--- config.mk ---
export PLATFORM = sky130hd
export DESIGN_NAME = hcb_frame_sequencer
export DESIGN_NICKNAME = d
export VERILOG_FILES = /design/src/rtl/hcb_frame_sequencer.sv
export SDC_FILE = /design/constraint.sdc
export NUM_CORES = 1
export LEC_CHECK = 0
export CAP_MARGIN = 20
export CORE_AREA = 5 5 185 187
export CTS_CLUSTER_SIZE = 10
export DETAILED_ROUTE_END_ITERATION = 6
export DIE_AREA = 0 0 190 192
export GPL_TIMING_DRIVEN = 0
export HOLD_SLACK_MARGIN = 0.08
export PLACE_DENSITY = 0.71
export SYNTH_ARGS = -nofsm -noshare
export SYNTH_HDL_FRONTEND = slang
export SYNTH_SLANG_ARGS = --single-unit
--- constraint.sdc ---
create_clock -name clk -period 3.54 [get_ports clk]
set_clock_uncertainty 0.15 [all_clocks]
set_input_delay 0.708 -clock clk [delete_from_list [all_inputs] [get_ports clk]]
set_output_delay 0.708 -clock clk [all_outputs]
set_load 0.02 [all_outputs]
--- src/rtl/hcb_frame_sequencer.sv ---
// hcb_frame_sequencer: feeds one AXI-Stream frame of PACKETS_NUM beats into the HCB chain and hands off the final clause.
// Defining HCB_SEQ_PERF_EN adds the frame_cnt/stall_cnt performance counter ports.
module hcb_frame_sequencer #(
    parameter int PACKETS_NUM = 13,
    parameter int CLAUSE_NUM = 200,
    parameter int C_S00_AXIS_TDATA_WIDTH = 32,
    parameter int PIPE_LAT = 1
) (
    input  logic                              clk,
    input  logic                              rst,
    input  logic [C_S00_AXIS_TDATA_WIDTH-1:0] s_axis_tdata,
    input  logic                              s_axis_tvalid,
    output logic                              s_axis_tready,
    input  logic                              s_axis_tlast,
    output logic [C_S00_AXIS_TDATA_WIDTH-1:0] x,
    output logic [PACKETS_NUM-1:0]            valid,
    input  logic [CLAUSE_NUM-1:0]             partial_clause,
    output logic [CLAUSE_NUM-1:0]             clause_out,
    output logic                              clause_valid,
    input  logic                              clause_ready,
    output logic                              busy,
    output logic                              frame_err
`ifdef HCB_SEQ_PERF_EN
    ,
    output logic [31:0]                       frame_cnt,
    output logic [31:0]                       stall_cnt
`endif
);

    localparam int IDX_W = (PACKETS_NUM > 1) ? $clog2(PACKETS_NUM) : 1;
    localparam int DRN_W = (PIPE_LAT > 0) ? $clog2(PIPE_LAT + 1) : 1;
    localparam logic [IDX_W-1:0] LAST_IDX = IDX_W'(PACKETS_NUM - 1);

    typedef enum logic [1:0] {LOAD, DRAIN, OUT, FLUSH} state_t;

    state_t           state;
    logic [IDX_W-1:0] pkt_idx;
    logic [DRN_W-1:0] drain_cnt;
    logic             accept;

    assign s_axis_tready = (state == LOAD) || (state == FLUSH);
    assign accept        = s_axis_tvalid && s_axis_tready;
    assign busy          = !((state == LOAD) && (pkt_idx == '0));

    // Frame sequencing: load stages one-hot, wait for the chain to settle, then hold the result until taken.
    always_ff @(posedge clk) begin
        if (rst) begin
            state        <= LOAD;
            pkt_idx      <= '0;
            drain_cnt    <= '0;
            x            <= '0;
            valid        <= '0;
            clause_out   <= '0;
            clause_valid <= 1'b0;
            frame_err    <= 1'b0;
        end else begin
            valid     <= '0;
            frame_err <= 1'b0;
            case (state)
                LOAD: begin
                    if (accept) begin
                        x <= s_axis_tdata;
                        if (pkt_idx == LAST_IDX) begin
                            if (s_axis_tlast) begin
                                valid     <= PACKETS_NUM'(1) << pkt_idx;
                                drain_cnt <= DRN_W'(PIPE_LAT);
                                state     <= DRAIN;
                            end else begin
                                frame_err <= 1'b1;
                                state     <= FLUSH;
                            end
                        end else if (s_axis_tlast) begin
                            frame_err <= 1'b1;
                            pkt_idx   <= '0;
                        end else begin
                            valid   <= PACKETS_NUM'(1) << pkt_idx;
                            pkt_idx <= pkt_idx + IDX_W'(1);
                        end
                    end
                end
                DRAIN: begin
                    if (drain_cnt == '0) begin
                        clause_out   <= partial_clause;
                        clause_valid <= 1'b1;
                        state        <= OUT;
                    end else begin
                        drain_cnt <= drain_cnt - DRN_W'(1);
                    end
                end
                OUT: begin
                    if (clause_ready) begin
                        clause_valid <= 1'b0;
                        pkt_idx      <= '0;
                        state        <= LOAD;
                    end
                end
                FLUSH: begin
                    if (accept && s_axis_tlast) begin
                        pkt_idx <= '0;
                        state   <= LOAD;
                    end
                end
                default: state <= LOAD;
            endcase
        end
    end

`ifdef HCB_SEQ_PERF_EN
    // Count delivered results and cycles the result waits on downstream.
    always_ff @(posedge clk) begin
        if (rst) begin
            frame_cnt <= '0;
            stall_cnt <= '0;
        end else if (state == OUT) begin
            if (clause_ready) frame_cnt <= frame_cnt + 32'd1;
            else stall_cnt <= stall_cnt + 32'd1;
        end
    end
`endif

endmodule

# Word-level counts from Yosys, hierarchy flattened
# Cells that the tools add are included.
[classes]
addsub = 2
n_eq_ne = 11
shift = 1
muxes = 27
n_bitwise = 3
reduce_logical = 17
[ops]
columns = ["operator", "count"]
rows = [
  ["13-bit two-way mux", 3],
  ["4-bit two-way mux", 5],
  ["1-bit by 4-bit left shift with 13-bit output, first input constant", 1],
  ["2-bit two-way mux", 6],
  ["4-bit one-hot mux with 3 select lines", 1],
  ["2-bit inequality test, second input constant", 5],
  ["5-bit AND reduction", 2],
  ["1-bit two-way mux", 9],
  ["2-bit one-hot mux with 4 select lines", 1],
  ["4-bit by 1-bit adder with 4-bit output, second input constant", 1],
  ["2-bit equality test, second input constant", 2],
  ["4-bit equality test, second input constant", 1],
  ["4-bit zero test", 1],
  ["2-bit by 1-bit inequality test with 1-bit output, second input constant", 2],
  ["1-bit one-hot mux with 2 select lines", 2],
  ["2-bit AND reduction", 2],
  ["4-bit AND reduction", 1],
  ["2-bit nonzero test", 2],
  ["1-bit logical AND", 3],
  ["1-bit NOT", 3],
  ["3-bit AND reduction", 1],
  ["3-bit nonzero test", 1],
  ["3-bit OR reduction", 1],
  ["2-bit by 1-bit equality test with 1-bit output, second input constant", 1],
  ["other kinds (4)", 4],
]
[word_totals]
regBits = 254
wordCells = 69

# Longest topological paths before layout
[depth]
depth_word = 6
mapped_depth = 8
depth_no_buf = 6

# Worst setup path after synthesis
# OpenSTA, ideal clock, no wires.
[synth_timing]
path_kind = "register to register"
from = "reg state[0]"
to = "reg pkt_idx[3]"
arrival_ps = 1946
required_time_ps = 3274
setup_slack_ps = 1328
path_stages_with_launch = 7
synth_period_minus_slack_ps = 2212
cell_sequence = "dfxtp_1 -> inv_1 -> ha_1 -> nand2b_1 -> a222oi_1 -> nand3_2 -> o211a_1"
[synth_via]
elab_chain_len = 6
word_cells_on_any_way = 13
[synth_rtl]
columns = ["item", "line_no", "source"]
rows = [
  ["start: declaration", "36", "state_t state;"],
  ["start signal: assignment", "48", "state <= LOAD;"],
  ["start signal: assignment", "67", "state <= DRAIN;"],
  ["start signal: assignment", "70", "state <= FLUSH;"],
  ["2-bit equality test / 2-bit zero test (equally long branches)", "41, 59", ""],
  ["1-bit logical OR", "41", "assign s_axis_tready = (state == LOAD) || (state == FLUSH);"],
  ["1-bit logical AND", "42", "assign accept = s_axis_tvalid && s_axis_tready;"],
  ["1-bit logical AND", "98", "if (accept && s_axis_tlast) begin"],
  ["2-bit by 1-bit inequality test with 1-bit output (no source line)", "n/a", ""],
  ["5-bit AND reduction (no source line)", "n/a", ""],
  ["end signal: assignment", "77", "pkt_idx <= pkt_idx + IDX_W'(1);"],
  ["end: declaration", "37", "logic [IDX_W-1:0] pkt_idx;"],
]
# Several ways; a longest one is shown, not always the timed one.
# A chain may end at the register's enable or synchronous reset.

# Final worst setup path
[layout_timing]
from = "reg state[0]"
to = "out busy"
[layout_via]
elab_chain_len = 3
[layout_rtl]
columns = ["item", "line_no", "source"]
rows = [
  ["2-bit zero test", "43", "assign busy = !((state == LOAD) && (pkt_idx == '0));"],
  ["1-bit logical AND", "43", ""],
  ["1-bit zero test", "43", ""],
  ["end: declaration", "21", "output logic busy,"],
]
# No other way between the ends.

==> run_results.csv <==
group,metric,value,unit
synth,syn_inst,1112,
power,fin_total_pwr,6.15,mW
synth,ys_ff_latch,254,
die,rows,66,
synth,synth_area_leaders,"dfxtp_1 (58%), nand2_1 (20%), a21oi_1 (13%)",
power,p_leak,5.13,nW
cts,path_clk_slew,0.05,ns
grt,grt_pass1_vias,9439,
timing,setup_viol,0,
synth,yosys_warnings,0,
detailed_routing,post_drt_wl_per_cell,16.7,µm
cts,cts.sink_count,254,
placed_design,pre_cts_ws,0.606,ns
synth,syn_area,8840,µm²
timing,fin_crit,3.01,ns
detailed_routing,dr.first_iter.drc_count,282,
placed_design,dp.cells,2037,
cts,clk_path_buf_depth,3,
worst_hold_path,min_path_type,"flip-flop to flip-flop",
detailed_routing,vias_per_cell,4.47,
grt,grt_max_degree,15,
grt,antenna_found_initial,1,
setup_path,crit_path_end_kind,"output pin",
setup_path,cp.arrival,2.15,ns
outcome,status,"completed",
cts,clock_latency,0.55,ns
setup_path,start_kind,"flip-flop",
timing,finalCritPeriodShare,85.1,%
timing,fin_ws,0.527,ns
placed_design,place_hpwl,27.0,mm
die,core_area,32300,µm²
power,powerDensity,407,nW/µm²
die,ioPinCount,486,
setup_path,rr_worst_depth,8,
grt,grtUsageTotal,17.6,%
run,cap_viol_max_count,0,
synth,synth_top_area_share,57.5,%
grt,grt-ovfl-total,0,
cts,cts_setup_buffers,0,
setup_path,cp_max_fo,8,
detailed_routing,drtAntennaViolNets,0,
synth,synth_edf_count,0,
synth,async_flop_share,0,%
cts,cts_hold_buffers,0,
detailed_routing,drt_wl_total,34.7,mm
grt,grt_pass1_wl,51.1,mm
timing,hold_ws,0.300,ns
cts,cts_buffers,30,
cts,root_buffer,"clkbuf_16",
cells_and_area,syn_to_final_growth,70.7,%
cells_and_area,final_cells,2077,
cells_and_area,diodes,0,
timing,maxSlewHeadroom,34.6,%
detailed_routing,first_pass_iters,4,
cells_and_area,nets,1874,
placed_design,gp_congestion,0.894,
die,die_area,36500,µm²
timing,drv_slew,0,
cts,tritoncts,"done",
synth,ys_types,32,
timing,tightestPinTransition,0.967,ns
timing,max_freq,332,MHz
cts,post_cts_resized,0,
placed_design,port_buffers,483,
cells_and_area,finalInstanceArea,15100,µm²
detailed_routing,num_vias,9285,
timing,timing.setup.tns,0,ns
detailed_routing,drc,0,
timing,finalHoldViolCount,0,
worst_hold_path,whs_path_depth,2,
synth,yosys.area.top_type,"dfxtp_1",
die,start_util,27.4,%
synth,ys_seq_area_share,57.5,%
die,die_height,192,µm
synth,synthesis.nets,1359,
power,ir_worst_vdd,0.296,mV
placed_design,placed_area,14200,µm²
setup_path,critPathKind,"flip-flop to output pin",
timing,rsz0062_at_grt,"false",
synth,avgSynthCellArea,7.95,µm²
cts,htree_levels,1,
cells_and_area,drive_gt1_share,2.39,%
setup_path,cp.required,2.68,ns
die,die_w,190,µm
synth,synthFlopType,"dfxtp_1",
cells_and_area,final_core_util,46.7,%
## worst paths after layout
check | slack [ns] | endpoint | start
setup / recovery | 0.53 | busy | state[0]$_SDFFE_PP0P_
hold / removal | 0.30 | clause_out[73]$_SDFFE_PP0P_ | clause_out[73]$_SDFFE_PP0P_
setup reg to reg | 0.70 | clause_out[176]$_SDFFE_PP0P_ | state[1]$_SDFFE_PP0P_
hold reg to reg | 0.30 | clause_out[73]$_SDFFE_PP0P_ | clause_out[73]$_SDFFE_PP0P_
## cells in the mapped netlist, types with 2 or more instances
master,number
and2_1,6
a21oi_1,233
o21ai_0,2
nor3_1,3
and3_1,8
nand2b_1,3
inv_1,10
a31o_2,2
clkbuf_1,78
dfxtp_1,254
nand3_1,3
nand2_1,475
nor2_1,4
ha_1,10
mux2i_1,2
nor4_1,2
a221oi_1,2
## power by group
group	switching, mW	leakage, nW	total (mW)	internal [mW]
sequential	0.0114	2.05	2.89	2.88
clock	1.12	0.420	2.78	1.66
combinational	0.175	2.65	0.466	0.291
## per-layer routing
metal	GRT usage [%]	routed length [µm]	up-vias	part of all wire [%]
met4	6.48	1170	2	3.4
met5	0	20	-	0.058
li1	-	-	4616	-
met2	32.1	17200	397	50
met3	7.72	3850	67	11
met1	17.9	12400	4203	36
## placed cells by master (no fill, tap or decap)
cell	Yosys	final
a222oi_1	1	1
a221oi_1	2	2
a211oi_1	1	1
o21bai_1	1	1
nand3b_1	1	1
clkbuf_1	78	83
a21oi_1	233	233
xor2_1	1	1
clkdlybuf4s50_1	0	483
nor4_1	2	2
o22ai_1	1	1
and3_1	8	8
a2111oi_0	1	1
a31o_2	2	2
buf_1	1	1
nand2b_1	3	3
nor4b_1	1	1
mux2i_1	2	2
a31oi_1	1	1
clkinv_2	0	1
clkbuf_8	0	2
inv_1	10	10
nand4b_1	1	1
nand2_1	475	475
o21ai_0	2	2
nor2_1	4	4
ha_1	10	10
and2_1	6	6
nor3_1	3	3
buf_4	1	1
dfxtp_1	254	254
bufinv_16	0	1
nand3_2	1	1
nand3_1	3	3
o211a_1	1	1
clkbuf_16	0	31
o211ai_1	1	1
## sequential cells by signal, indices dropped and copies added (netlist names)
name,cells
clause_out,200
x,32
state,2
clause_valid,1
frame_err,1
drain_cnt,1
valid,13
pkt_idx,4
## final cells by class
class,instances,area [µm²]
tap,442,553
multi-input combinational,768,3410
buffer,80,304
timing repair buffer,483,4830
sequential,254,5080
inverter,10,37.5
clock inverter,2,35.0
fill,3141,17200
clock buffer,38,822
## critical path, cell delays in order, from the launching register on
cell and delay [ns]:
dfxtp_1 0.35, inv_1 0.08, ha_1 0.20, clkbuf_1 0.20, nand4b_1 0.15, clkdlybuf4s50_1 0.62
## logic make-up after synthesis
logic type	synth area share [%]
and+or+nand+nor	22.4
AOI/OAI and AO/OA	14.4
DFF	57.5
adders and majority gates	1.42
muxes	0.227
buffers and inverters	3.87
xor gates and xnor gates	0.0991
No activity file was read; power rests on OpenSTA's default activity.
